**src/rtl/seq_bin2bcd_display.sv**
```systemverilog
`default_nettype none
// ============================================================================
// Module   : seq_bin2bcd_display
// Brief    : Signed result capture, iterative double-dabble binary-to-BCD
//            conversion and registered active-low seven-segment drive.
// Revision : 1.0  initial release
// ============================================================================
module seq_bin2bcd_display #(
   parameter int WORD_LENGTH = 16,
   parameter int DIGITS      = 5,
   parameter bit BLANK       = 1'b1
) (
   input  logic                     clk,
   input  logic                     reset,
   input  logic                     enable,
   input  logic [WORD_LENGTH-1:0]   bin,
   output logic                     busy,
   output logic                     done,
   output logic [4*DIGITS-1:0]      bcd,
   output logic                     sign,
   output logic [7*DIGITS-1:0]      seg
);

   localparam int c_bcd_w = 4 * DIGITS;
   localparam int c_seg_w = 7 * DIGITS;
   localparam int c_cnt_w = $clog2(WORD_LENGTH + 1);

   localparam logic [c_cnt_w-1:0] c_cnt_load = c_cnt_w'(WORD_LENGTH);
   localparam logic [c_cnt_w-1:0] c_cnt_one  = c_cnt_w'(1);
   localparam logic [6:0]         c_seg_zero  = 7'b1000000;
   localparam logic [6:0]         c_seg_blank = 7'b1111111;

   function automatic logic [c_seg_w-1:0] seg_reset_code();
      logic [c_seg_w-1:0] v;
      v = '1;
      for (int k = 0; k < DIGITS; k++)
         v[7*k +: 7] = (k == 0 || !BLANK) ? c_seg_zero : c_seg_blank;
      return v;
   endfunction

   localparam logic [c_seg_w-1:0] c_seg_reset = seg_reset_code();

   function automatic logic [6:0] seg_decode(input logic [3:0] nib);
      logic [6:0] s;
      case (nib)
         4'd0:    s = 7'b1000000;
         4'd1:    s = 7'b1111001;
         4'd2:    s = 7'b0100100;
         4'd3:    s = 7'b0110000;
         4'd4:    s = 7'b0011001;
         4'd5:    s = 7'b0010010;
         4'd6:    s = 7'b0000010;
         4'd7:    s = 7'b1111000;
         4'd8:    s = 7'b0000000;
         4'd9:    s = 7'b0010000;
         default: s = c_seg_blank;
      endcase
      return s;
   endfunction

   typedef enum logic [1:0] {
      ST_IDLE  = 2'd0,
      ST_SHIFT = 2'd1,
      ST_DONE  = 2'd2
   } state_t;

   state_t r_state;
   state_t w_state_next;

   logic [WORD_LENGTH-1:0]         r_mag;
   logic [c_bcd_w-1:0]             r_scratch;
   logic [c_cnt_w-1:0]             r_cnt;
   logic                           r_sign_lat;
   logic                           r_busy;
   logic                           r_done;
   logic [c_bcd_w-1:0]             r_bcd;
   logic                           r_sign;
   logic [c_seg_w-1:0]             r_seg;

   logic                           w_accept;
   logic                           w_shift;
   logic                           w_finish;
   logic [WORD_LENGTH-1:0]         w_abs;
   logic [c_bcd_w-1:0]             w_adj;
   logic [c_bcd_w+WORD_LENGTH-1:0] w_shifted;
   logic [c_seg_w-1:0]             w_seg_next;

   always_ff @(posedge clk) begin
      if (reset)
         r_state <= ST_IDLE;
      else
         r_state <= w_state_next;
   end

   always_comb begin
      w_state_next = r_state;
      w_accept     = 1'b0;
      w_shift      = 1'b0;
      w_finish     = 1'b0;
      case (r_state)
         ST_IDLE: begin
            if (enable) begin
               w_accept     = 1'b1;
               w_state_next = ST_SHIFT;
            end
         end
         ST_SHIFT: begin
            w_shift = 1'b1;
            if (r_cnt == c_cnt_one)
               w_state_next = ST_DONE;
         end
         ST_DONE: begin
            w_finish     = 1'b1;
            w_state_next = ST_IDLE;
         end
         default: w_state_next = ST_IDLE;
      endcase
   end

   // Most negative input negates to itself, which is the correct unsigned magnitude.
   assign w_abs = bin[WORD_LENGTH-1] ? (~bin + {{(WORD_LENGTH-1){1'b0}}, 1'b1}) : bin;

   assign w_shifted = {w_adj, r_mag} << 1;

   for (genvar k = 0; k < DIGITS; k++) begin : g_digit
      assign w_adj[4*k +: 4] = (r_scratch[4*k +: 4] >= 4'd5) ?
                               (r_scratch[4*k +: 4] + 4'd3) : r_scratch[4*k +: 4];
      if (k == 0) begin : g_units
         assign w_seg_next[6:0] = seg_decode(r_scratch[3:0]);
      end else begin : g_upper
         // Blank only when this digit and every digit above it are zero.
         logic w_blank;
         assign w_blank = BLANK && (r_scratch[c_bcd_w-1:4*k] == '0);
         assign w_seg_next[7*k +: 7] = w_blank ? c_seg_blank : seg_decode(r_scratch[4*k +: 4]);
      end
   end

   always_ff @(posedge clk) begin
      if (reset) begin
         r_mag      <= '0;
         r_scratch  <= '0;
         r_cnt      <= '0;
         r_sign_lat <= 1'b0;
         r_busy     <= 1'b0;
         r_done     <= 1'b0;
         r_bcd      <= '0;
         r_sign     <= 1'b0;
         r_seg      <= c_seg_reset;
      end else begin
         r_done <= 1'b0;
         if (w_accept) begin
            r_sign_lat <= bin[WORD_LENGTH-1];
            r_mag      <= w_abs;
            r_scratch  <= '0;
            r_cnt      <= c_cnt_load;
            r_busy     <= 1'b1;
         end
         if (w_shift) begin
            r_scratch <= w_shifted[c_bcd_w+WORD_LENGTH-1:WORD_LENGTH];
            r_mag     <= w_shifted[WORD_LENGTH-1:0];
            r_cnt     <= r_cnt - c_cnt_one;
         end
         if (w_finish) begin
            r_bcd  <= r_scratch;
            r_sign <= r_sign_lat;
            r_seg  <= w_seg_next;
            r_done <= 1'b1;
            r_busy <= 1'b0;
         end
      end
   end

   assign busy = r_busy;
   assign done = r_done;
   assign bcd  = r_bcd;
   assign sign = r_sign;
   assign seg  = r_seg;

endmodule
`default_nettype wire

```
**config.mk**
```make
export PLATFORM = sky130hd
export DESIGN_NAME = seq_bin2bcd_display
export DESIGN_NICKNAME = d
export VERILOG_FILES = /design/src/rtl/seq_bin2bcd_display.sv
export SDC_FILE = /design/constraint.sdc
export NUM_CORES = 1
export LEC_CHECK = 0
export ABC_AREA = 1
export BUFFER_PORTS_ARGS = -buffer_cell sky130_fd_sc_hd__buf_4
export CORE_AREA = 3 3 147 178
export CTS_CLUSTER_DIAMETER = 40
export DETAILED_ROUTE_END_ITERATION = 10
export DIE_AREA = 0 0 150 181
export PLACE_DENSITY = 0.42
export SYNTH_ARGS = -nofsm -noshare
export SYNTH_HDL_FRONTEND = slang
export SYNTH_SLANG_ARGS = --single-unit
```
**constraint.sdc**
```tcl
create_clock -name clk -period 2.6 [get_ports clk]
set_input_delay 0.39 -clock clk [delete_from_list [all_inputs] [get_ports clk]]
set_output_delay 0.39 -clock clk [all_outputs]
set_load 0.02 [all_outputs]
```
==> results.txt, run 1 <==
- Result of the run: finished, final reports clean
- The analysis attributes to cell leakage a power of 3.64 nW.
- The worst setup path is captured at a flip-flop.
- TritonCTS built the clock tree.
- Of the total power, combinational logic draws 0.064.
- Number of max-slew violations in the final report: 0
- For met2 alone, demand over resource in global routing was 0.207.
- The longest clock path from root to sink contains 2 buffers.
* Final core area utilization: 0.311
- Number of global-route vias before repair: approximately 5.2k
- Dividing the detail-routed wire length by the instance count gives ~13 um.
* Least-Margin Pin Slew: 0.626 ns
* Wire length of the first global-routing pass: 26.4 mm
- Maximum capacitance violations: 0
- Start-to-end type of the worst setup path: flip-flop to flip-flop
- The share of synthesized area in the top cell type comes to 0.427.
- Total gr overflow: 0
* Hold slack final: approximately 0.26 ns
- The detail route stage leaves a number of antenna-violating nets equal to 0.
* Final number of hold-violating endpoints: 0
- In this run, placement finished with an instance count of between 1k and 1.5k.
* Via density per instance: 4.35
- Top flip-flop cell by instance count after synthesis: dfxtp_1
- Measured against its own limit, the worst slew margin works out to 0.581.
* Highest fanout seen on the critical path: 8
* Global Route Usage Sum: 0.121
- Counting the fill cells in the layout gives about 2.7k.
- Of the total power, the share spent switching nets is 0.232.
* Class of the most critical hold timing path: input pin to flip-flop
- Post-CTS setup repair buffer count: 0
- Met3 Usage GRT: 0.0273
* Most frequent cell on the critical path: nand2_1
- The congestion estimate from routability-driven global placement came to between 0.8 and 0.9.
- Buffers inserted during clock tree synthesis total 17.
* Count of unresolved DRC violations after routing: 0
- Clock transition at the register clock pins on the worst setup and hold paths after CTS: about 0.06 ns
* Proportion of power drawn by the clock network: 0.512
- By area the synthesized netlist is led by dfxtp_1 (43%), nand2_1 (12%), ha_1 (8.2%), nor2_1 (5.8%), nand3_1 (5.3%).
* WP depth: 13
* Post-synth top cells: nand2_1 (197), dfxtp_1 (130), nor2_1 (95), inv_1 (69), nand3_1 (64)
- Compared with the post-synthesis result, the final layout area differs by 25.3%.
- Final-stage net count: about 950
* Critical Path RT: around 2.9 ns
- Total wire length: approximately 16 mm
- Time the worst path needs with I/O delays and setup: 2.21 ns
* Count of hold buffers inserted by post-cts repair: 0
- Input and output buffers added on the ports amount to 76.
- Avg Inst Size Synth: around 7.5 um^2
* Crit path largest cell delay: 0.39 ns
* Total vias in the final route: 5,360
- For this configuration, the core starts out at a cell density of 0.248.
* List of cells traversed by the critical path: inv_1 > ha_1 > nand3_1 > nand2_1 > clkinv_1 > nand4_1 > nand2_1 > inv_1 > ha_1 > nand3_1 > nand2_1 > nand2_1 > nand2_1
- The most common cell in the synthesized netlist is nand2_1.
* Placement row count: 63
* Overall power after layout: 0.00488 W
* Die Footprint: around 0.027 mm^2
- The worst setup path is launched from a flip-flop.
- In the final layout, the share of cells above drive strength 1 is 0.173.
- Antenna fix cells: 0
- Internal power comes to between 0.003 and 0.004 W.
* Post-cts sizing count: 0
* Biggest area consumer among synthesized cells: dfxtp_1
- Sequential cell area fraction in the yosys report: 0.427
- Among cell families on the critical path, the largest total delay comes from simple AND/OR/NAND/NOR gates.
- Instance count of the mapped netlist: roughly 810
* Pre-Repair DR Iteration Count: 4
- Unrepaired setup endpoints after global routing: false
* Setup TNS Final: 0 ns
- Depth of the worst register-to-register path: 13
- CTS placed an instance of clkbuf_16 at the clock tree root.
- Power density relative to cell area: 638 mW/mm^2
* Area of the core region: between 0.02 and 0.025 mm^2
- Excluding fillers, the count of instances in the completed layout stands at 1,231.
- After global routing, the most crowded layer is met2.
- Yosys warns: 0
- The initial antenna violation count is 0.
- Synthesis inferred between 100 and 150 register bits.
- In this run the power spent charging and discharging nets is about 0.0011 W.
- Die extent in y: ~180 um
- Number of enable flip-flop cells after synthesis: 0
- The H-tree generated during clock tree synthesis spans 4 levels.
* VDD IR-drop max: between 0.3 and 0.4 mV
* Pin count of the biggest net entering global routing: 37
- Synthesis produced a netlist with a net count of approximately 870.
- Yosys mapped the design onto 40 distinct sky130hd cell types.
- Violation count after the first detailed-routing iteration: 215
- 77 I/O pins were placed.
- The later pin in the worst-skew pair is clocked with a latency of between 0.4 and 0.5 ns.
- The HPWL after detailed placement is approximately 12 mm.
* Clock Skew: ~0.012 ns
- Based on the critical path, the design can be clocked at up to between 0.4 and 0.5 GHz.
- Portion of total power attributed to sequential cells: 0.424
- Hold depth: 4
* Final period utilization: 0.851
- Number of setup violations in the final report: 0
* Total standard cell area after synthesis: roughly 0.006 mm^2
* Overall die width: 150 um
- For met1 alone, demand over resource in global routing was 0.150.
* Share of flip-flops with an asynchronous set or reset: 0
- Counting every sink on the clock net gives 130.
- Cell with the largest stage delay on the worst path: dfxtp_1
- Buffering stage count on the worst path with inverters included: 3
* WP data arrival: 2.52 ns
[tightest hold or removal path, stage by stage]
cell and delay (ns):
buf_4 0.10, nand2_1 0.05, nand2_1 0.04, o21ai_0 0.06
[power by group through the flow]
stage | sequential, W | clock [W] | combinational (W)
after floorplan | 0.00211 | 0 | 0.000218
after global placement | 0.00211 | 0 | 0.000319
after detailed placement | 0.00211 | 0 | 0.000319
after CTS | 0.00207 | 0.00256 | 0.000320
after global routing | 0.00207 | 0.00263 | 0.000355
final | 0.00207 | 0.00250 | 0.000311
[cells in the final DEF, fill, tap and decap left out, types with 15 or more instances in the layout]
cell	n
a21oi_1	45
buf_4	82
clkbuf_16	17
dfxtp_1	130
ha_1	40
inv_1	69
nand2_1	197
nand3_1	64
nand4_1	15
nor2_1	95
o21ai_0	44
[kinds of logic after synthesis]
kind of cell,count (synthesis),synth area share
AO/OA/AOI/OAI,132,0.130
XOR/XNOR,1,0.00144
adder cells (fa/ha/maj),40,0.0821
buffers and inverters,105,0.0714
flip-flops,130,0.427
AND/OR/NAND/NOR,405,0.289
[layout make-up]
| class | instances | area, um^2 | area share |
|---|---|---|---|
| multi-input cells | 578 | 3060 | 0.401 |
| flip-flops and latches | 130 | 2600 | 0.341 |
| repair buffers | 83 | 636 | 0.0832 |
| clock buffers | 23 | 488 | 0.0639 |
| well taps | 325 | 407 | 0.0532 |
| inverters | 84 | 322 | 0.0421 |
| clock inverters | 8 | 126 | 0.0165 |
[worst paths after layout]
| path | end | slack, ns | start |
|---|---|---|---|
| min | r_mag[14] | 0.26 | bin[14] |
| max reg2reg | flip-flop | 0.39 | r_scratch[0] |
| max | flip-flop | 0.39 | r_scratch[0] |
| min reg2reg | seg[1] | 0.46 | seg[1] |
[metrics by stage]
step,area [um^2],setup slack [ns]
3_3_place_gp,7030,0.450
2_1_floorplan,6100,0.711
6_report,7640,0.387
5_1_grt,7640,0.124
3_5_place_dp,7030,0.445
4_1_cts,7640,0.411
[routing by layer]
| metal | vias to the layer above | part of all wire |
|---|---|---|
| met5 | - | 0 |
| met2 | 98 | 0.48 |
| li1 | 2830 | - |
| met4 | 0 | 0.015 |
| met1 | 2409 | 0.47 |
| met3 | 23 | 0.037 |
Note: power is estimated with default switching activity, not from simulation.
==> inputs of run 2 (changes only) <==
Settings changed: CORE_AREA 3 3 147 178 to 3 3 137 191, DIE_AREA 0 0 150 181 to 0 0 140 194, PLACE_DENSITY 0.42 to 0.41.
==> results.txt, run 2 (synthesized netlist as in run 1, its figures left out) <==
- Result of the run: finished, final reports clean (unchanged)
- The number of buffers added on ports was 76 (unchanged).
* Unrepaired setup endpoints after global routing: false (unchanged)
- Time the worst path needs with I/O delays and setup: 2.16 ns (was 2.21 ns)
- The top cell family by delay on the critical path was simple AND/OR/NAND/NOR gates (unchanged).
* Violation count after the first detailed-routing iteration: 147 (was 215)
- WP data arrival: 2.47 ns (was 2.52 ns)
* Number of setup violations in the final report: 0 (unchanged)
- The type of the worst setup path is flip-flop to flip-flop (unchanged).
- Crit path largest cell delay: 0.43 ns (was 0.39 ns)
* Via density per instance: 4.38 (was 4.35)
* Buffering stage count on the worst path with inverters included: 4 (was 3)
- The worst hold endpoint is r_mag[14] (unchanged).
- The initial antenna violation count came to 0 (unchanged).
- The overall routed net length was 16.3 mm (was 15.9 mm).
* Number of buffers between clock root and the deepest sink: 2 (unchanged)
- The total negative setup slack came to 0 ns (unchanged).
* Commonest cells after routing, fill and taps aside: nand2_1 (197), dfxtp_1 (130), nor2_1 (95) (unchanged)
- The via count of the first global-routing pass was 5,415 (was 5,180).
- The worst path required time was 2.90 ns (about the same).
- Num CTS Buffers: 17 (unchanged)
- The number of nets with antenna violations after routing came to 0 (unchanged).
* Global Route Usage Sum: 0.124 (was 0.121)
* Endpoint type of the worst setup path: flip-flop (unchanged)
- The initial core utilization was 0.247 (was 0.248).
- The highest clock frequency the design can meet came to 0.462 GHz (was 0.452 GHz).
- Total met2 wirelength after detailed routing: 8.43 mm (was 7.59 mm)
- The reg-to-reg setup timing slack is 0.44 ns (was 0.39 ns).
- Register cell area after layout: 0.00260 mm^2 (unchanged)
- The final worst hold slack is 0.258 ns (about the same).
* Detailed placement HPWL: 12.0 mm (was 11.8 mm)
- The leakage power of the design was 3.63 nW (was 3.64 nW).
* Antenna fix cells: 0 (unchanged)
* Maximum capacitance violations: 0 (unchanged)
- Area of the core region: 0.0247 mm^2 (was 0.0246 mm^2)
- Count of unresolved DRC violations after routing: 0 (unchanged)
* Final number of hold-violating endpoints: 0 (unchanged)
- The slowest stage cell on the critical path was dfxtp_1 (unchanged).
- The number of pins with negative max-slew slack in the final report was 0 (unchanged).
- Overall die width: 140 um (was 150 um)
* Highest fanout seen on the critical path: 6 (was 8)
* Clock Skew: 0.00626 ns (was 0.0125 ns)
* Clock transition at the register clock pins on the worst setup and hold paths after CTS: 0.06 ns (about the same)
* CTS tree: yes (unchanged)
- Total vias in the final route: 5,360 (unchanged)
* VDD IR-drop max: 0.446 mV (was 0.311 mV)
* Power density relative to cell area: 623 mW/mm^2 (was 638 mW/mm^2)
* Met1 WL: 7.00 mm (was 7.51 mm)
* Final period utilization: 0.832 (was 0.851)
* Pre-Repair DR Iteration Count: 5 (was 4)
- Most common cell after layout, fill and taps aside: nand2_1 (unchanged)
* # clock sinks: 130 (unchanged)
* Highest signal layer in the routed design: met4 (unchanged)
* Instance count after placement with tap cells included: 1,191 (was 1,200)
* Class of the most critical hold timing path: input pin to flip-flop (unchanged)
- The clock insertion delay at the later pin of the skew report was 0.42 ns (about the same).
- Total gr overflow: 0 (unchanged)
- The root buffer selected by CTS is clkbuf_16 (unchanged).
- Top-Level Pins: 77 (unchanged)
- Die extent in y: 194 um (was 181 um)
- The maximum number of pins on one net before global-route repair came to 35 (was 37).
* Depth of the worst register-to-register path: 14 (was 13)
- Post-cts sizing count: 0 (unchanged)
- Beginning of the worst register-to-register path: r_scratch[1] (was r_scratch[0])
- Hold depth: 4 (unchanged)
- The worst-margin pin slew came to 0.670 ns (was 0.626 ns).
- Post-CTS setup repair buffer count: 0 (unchanged)
- The tightest slew margin relative to the limit came to 0.552 (was 0.581).
- The global placer's final weighted congestion was 0.806 (was 0.851).
- The total number of H-tree levels was 4 (unchanged).
- Total area of multi-input combinational cells: 0.00306 mm^2 (unchanged)
- The number of nets in the finished design came to 954 (was 953).
- Launch point of the worst hold path: bin[14] (unchanged)
* Fraction of layout cells with a size suffix above 1: 0.175 (was 0.173)
- Die Footprint: 0.0272 mm^2 (about the same)
- Worst Setup Start Kind: flip-flop (unchanged)
- The synthesis-to-layout area growth came to 24.5% (was 25.3%).
- The routed length per placed instance came to 13.3 um (was 12.9 um).
- Most frequent cell on the critical path: nand2_1 (unchanged)
* List of cells traversed by the critical path: inv_1 > ha_1 > inv_1 > nand3_1 > nand2_1 > clkinv_1 > nand4_1 > nand2_1 > inv_1 > ha_1 > nand3_1 > nand2_1 > nand2_1 > nand2_1 (was inv_1 > ha_1 > nand3_1 > nand2_1 > clkinv_1 > nand4_1 > nand2_1 > inv_1 > ha_1 > nand3_1 > nand2_1 > nand2_1 > nand2_1)
* Count of hold buffers inserted by post-cts repair: 0 (unchanged)
- Post-route insts no fill: 1,223 (was 1,231)
- Wire length of the first global-routing pass: 27.3 mm (was 26.4 mm)
* Placement row count: 68 (was 63)
- The fill cell instance count of the final layout came to 2,716 (was 2,679).
- Routed met3 length: 655 um (was 587 um)
[run 2: cell count changes in the layout (fill, tap and decap cells not counted), sizes merged]
cell	change
clkinv	+3
buf	+1
bufinv	-1
clkbuf	-1
[run 2: how the worst max path moves through the flow]
stage | from | to | slack [ns] | cells past startpoint
floorplan | r_scratch[12] | flip-flop | 0.71 | 15
global placement | r_scratch[1] | flip-flop | 0.49 | 14
detailed placement | r_scratch[1] | flip-flop | 0.47 | 14
CTS | r_scratch[1] | flip-flop | 0.45 | 14
global route | r_scratch[0] | flip-flop | 0.21 | 13
finish | r_scratch[1] | flip-flop | 0.44 | 14
[run 2: per-stage QoR]
| stage | area (um^2) | total power (W) | utilization | setup WS [ns] |
|---|---|---|---|---|
| after floorplan | 6100 | 0.00232 | - | 0.711 |
| after global placement | 7010 | 0.00244 | 0.284 | 0.493 |
| after detailed placement | 7010 | 0.00243 | 0.284 | 0.468 |
| after CTS | 7590 | 0.00483 | 0.308 | 0.446 |
| after global routing | 7590 | 0.00495 | 0.308 | 0.213 |
| final | 7590 | 0.00473 | 0.308 | 0.437 |
[run 2: area by class of cell]
cell class,instances,area share
Tap cell,315,0.0519
Timing Repair Buffer,84,0.0831
Clock buffer,22,0.0625
Sequential cell,130,0.343
Inverter,84,0.0424
Clock inverter,10,0.0142
Multi-Input combinational cell,578,0.403
[run 2: report_power, final]
| part | internal, W | switching, W | total [W] |
|---|---|---|---|
| clock network | 0.00148 | 0.000869 | 0.00235 |
| registers | 0.00204 | 0.0000321 | 0.00207 |
| logic | 0.000103 | 0.000211 | 0.000314 |
| total | 0.00362 | 0.00111 | 0.00473 |
[run 2: routing by layer]
| metal | GRT usage | vias to the layer above |
|---|---|---|
| met1 | 0.136 | 2420 |
| met3 | 0.0365 | 18 |
| met2 | 0.225 | 84 |
| li1 | - | 2838 |
| met4 | 0.0478 | 0 |
| met5 | 0 | - |
[run 2: worst reg2reg max path, stage by stage, from the launching register on]
cell and delay [ns]:
dfxtp_1 0.43, inv_1 0.15, ha_1 0.22, inv_1 0.05, nand3_1 0.07, nand2_1 0.13, clkinv_1 0.12, nand4_1 0.11
nand2_1 0.15, inv_1 0.14, ha_1 0.26, nand3_1 0.09, nand2_1 0.05, nand2_1 0.05, nand2_1 0.04
==> inputs of run 3 (changes only) <==
Clock period 2.6 ns to 2.1 ns, I/O delays scaled along.
==> results.txt, run 3 (synthesized netlist as in run 1, its figures left out) <==
- The final non-filler cell area is 0.00791 mm^2 (was 0.00759 mm^2).
- The total vias in the final route was 5,466 (was 5,360).
* Final period utilization: 0.919 (was 0.832)
* Endpoint, Worst Hold: r_cnt[4] (was r_mag[14])
- Total met2 wirelength after detailed routing: 8.28 mm (was 8.43 mm)
- Final estimated routing congestion in global placement: 0.797 (was 0.806)
- The detailed-routed wire length on met3 was 565 um (was 655 um).
- The most common library cell in the layout ignoring fill and taps was nand2_1 (unchanged).
- The number of buffers added on ports is 76 (unchanged).
* Launch point of the worst hold path: reset (was bin[14])
* Final-stage net count: 983 (was 954)
- The maximum number of pins on one net before global-route repair is 39 (was 35).
* Count of unresolved DRC violations after routing: 0 (unchanged)
- The worst hold path stage count is 2 (was 4).
- Setup slack on the worst flop-to-flop path: 0.17 ns (was 0.44 ns)
- The TritonCTS clock tree was yes (unchanged).
- WP depth: 13 (was 14)
* Result of the run: finished, final reports clean (unchanged)
- Number of H-tree levels: 4 (unchanged)
* Pre-Repair DR Iteration Count: 4 (was 5)
- Commonest cells after routing, fill and taps aside: nand2_1 (194), dfxtp_1 (128), buf_4 (112) (was nand2_1 (197), dfxtp_1 (130), nor2_1 (95)).
- Number of global-route vias before repair: 5,403 (was 5,415)
- Overall die width: 140 um (unchanged)
* Highest signal layer in the routed design: met4 (unchanged)
- Wire length of the first global-routing pass: 27.3 mm (about the same)
- Violation count after the first detailed-routing iteration: 193 (was 147)
- The leakage power of the design came to 3.81 nW (was 3.63 nW).
* Die extent in y: 194 um (unchanged)
- Start-to-end type of the worst setup path: flip-flop to flip-flop (unchanged)
- The startpoint of the lowest-slack register-to-register path was r_scratch[16] (was r_scratch[1]).
* Final number of hold-violating endpoints: 0 (unchanged)
- The largest fanout of any net on the critical path was 4 (was 6).
- The overflow left after global routing was 0 (unchanged).
* Antenna fix cells: 0 (unchanged)
- The critical path startpoint category is a flip-flop (unchanged).
- The via-per-instance ratio was 4.37 (was 4.38).
- Die Footprint: 0.0272 mm^2 (unchanged)
* Area of the core region: 0.0247 mm^2 (unchanged)
- The worst path required time is 2.41 ns (was 2.90 ns).
- List of cells traversed by the critical path: inv_1 > ha_2 > inv_1 > nand2_1 > nand3_1 > nand2_1 > nand3_1 > o21ai_2 > buf_4 > ha_1 > nand3b_1 > nand3_1 > nand2_1 (was inv_1 > ha_1 > inv_1 > nand3_1 > nand2_1 > clkinv_1 > nand4_1 > nand2_1 > inv_1 > ha_1 > nand3_1 > nand2_1 > nand2_1 > nand2_1)
- Overall power after layout: 0.00617 W (was 0.00473 W)
- CP delay by family, top: simple AND/OR/NAND/NOR gates (unchanged)
- Top-Level Pins: 77 (unchanged)
- The number of nets with antenna violations after routing was 0 (unchanged).
- Depth of the worst register-to-register path: 13 (was 14)
- The kind of end point of the critical path is a flip-flop (unchanged).
* Detailed placement HPWL: 12.3 mm (was 12.0 mm)
* Placed cell area: 0.00723 mm^2 (was 0.00701 mm^2)
- The maximum resistive drop on vdd is 0.509 mV (was 0.446 mV).
- Placement row count: 68 (unchanged)
* Number of max-slew violations in the final report: 0 (unchanged)
- The peak per-stage delay on the critical path is 0.36 ns (was 0.43 ns).
- The initial antenna violation count came to 0 (unchanged).
- CTS Root Buffer Type: clkbuf_16 (unchanged)
* Buffering stage count on the worst path with inverters included: 3 (was 4)
- The number of CTS-inserted buffers came to 17 (unchanged).
* Number of buffers between clock root and the deepest sink: 2 (unchanged)
- Later-pin clock latency in the skew report: 0.42 ns (about the same)
- WP data arrival: 2.24 ns (was 2.47 ns)
- Post-synthesis to final-layout area growth: 29.7% (was 24.5%)
* Met1 WL: 7.26 mm (was 7.00 mm)
- Fraction of layout cells with a size suffix above 1: 0.220 (was 0.175)
- Maximum capacitance violations: 0 (unchanged)
* Effective utilization at floorplan: 0.247 (unchanged)
- The overall routed net length was 16.4 mm (was 16.3 mm).
- Hold slack final: 0.160 ns (was 0.258 ns)
* Cell with the largest stage delay on the worst path: dfxtp_1 (unchanged)
- The worst setup skew after layout is 0.00740 ns (was 0.00626 ns).
- Time the worst path needs with I/O delays and setup: 1.93 ns (was 2.16 ns)
- Clock transition at the register clock pins on the worst setup and hold paths after CTS: 0.06 ns (about the same)
- The power density over cell area is 780 mW/mm^2 (was 623 mW/mm^2).
* Unrepaired setup endpoints after global routing: false (unchanged)
* Least-Margin Pin Slew: 0.619 ns (was 0.670 ns)
- The global routing usage summed across all routing layers was 0.125 (was 0.124).
- The tightest slew margin relative to the limit is 0.587 (was 0.552).
* # clock sinks: 130 (unchanged)
- The routed length per placed instance is 13.1 um (was 13.3 um).
* Fill cells: 2,700 (was 2,716)
- The worst hold-check path type is input pin to flip-flop (unchanged).
- Number of setup violations in the final report: 0 (unchanged)
- The highest clock frequency the design can meet was 0.518 GHz (was 0.462 GHz).
- The total negative setup slack is 0 ns (unchanged).
==> run 3: how the worst max path moves through the flow <==
stage,from,endpoint,slack [ns]
2_1_floorplan,r_scratch[12],flip-flop,0.21
6_report,r_scratch[16],flip-flop,0.17
3_5_place_dp,r_scratch[4],flip-flop,0.05
5_1_grt,r_scratch[16],flip-flop,0.003
3_3_place_gp,r_scratch[12],flip-flop,0.09
4_1_cts,r_scratch[12],flip-flop,0.04
==> run 3: per-stage QoR <==
step,setup slack [ns],utilization,instances
CTS,0.0368,0.319,1250
global placement,0.0920,0.293,1218
finish,0.171,0.321,1252
global route,0.00312,0.321,1252
floorplan,0.211,-,813
detailed placement,0.0485,0.293,1218
==> run 3: report_power, final <==
part | switching [W] | total (W) | internal [W] | leakage, nW
registers | 0.0000370 | 0.00256 | 0.00252 | 1.05
logic | 0.000272 | 0.000425 | 0.000153 | 2.46
clock network | 0.00114 | 0.00319 | 0.00205 | 0.305
total | 0.00145 | 0.00617 | 0.00472 | 3.81
==> run 3: repair_timing <==
item,CTS,global route
hold buffers,0,0
setup buffers,0,2
resized for setup,0,17
setup endpoints to repair,0,19
==> run 3: worst register-to-register path, cell delays in order (launching register included) <==
cell      delay [ns]
dfxtp_1         0.36
inv_1           0.11
ha_2            0.22
inv_1           0.05
nand2_1         0.09
nand3_1         0.11
nand2_1         0.06
nand3_1         0.10
o21ai_2         0.09
buf_4           0.15
ha_1            0.18
nand3b_1        0.17
nand3_1         0.10
nand2_1         0.05
==> run 3: final cells by class <==
class                   count  area [um^2]  area share
repair buffers            113          861       0.109
multi-input cells         578         3090       0.391
flip-flops and latches    130         2610       0.329
well taps                 315          394      0.0498
clock inverters            13          184      0.0233
inverters                  84          322      0.0407
clock buffers              19          453      0.0573
==> run 3: metal layers <==
metal / up-vias / GRT usage
met5: - / 0
met4: 0 / 0.0510
met3: 23 / 0.0303
met2: 82 / 0.222
met1: 2466 / 0.144
li1: 2895 / -
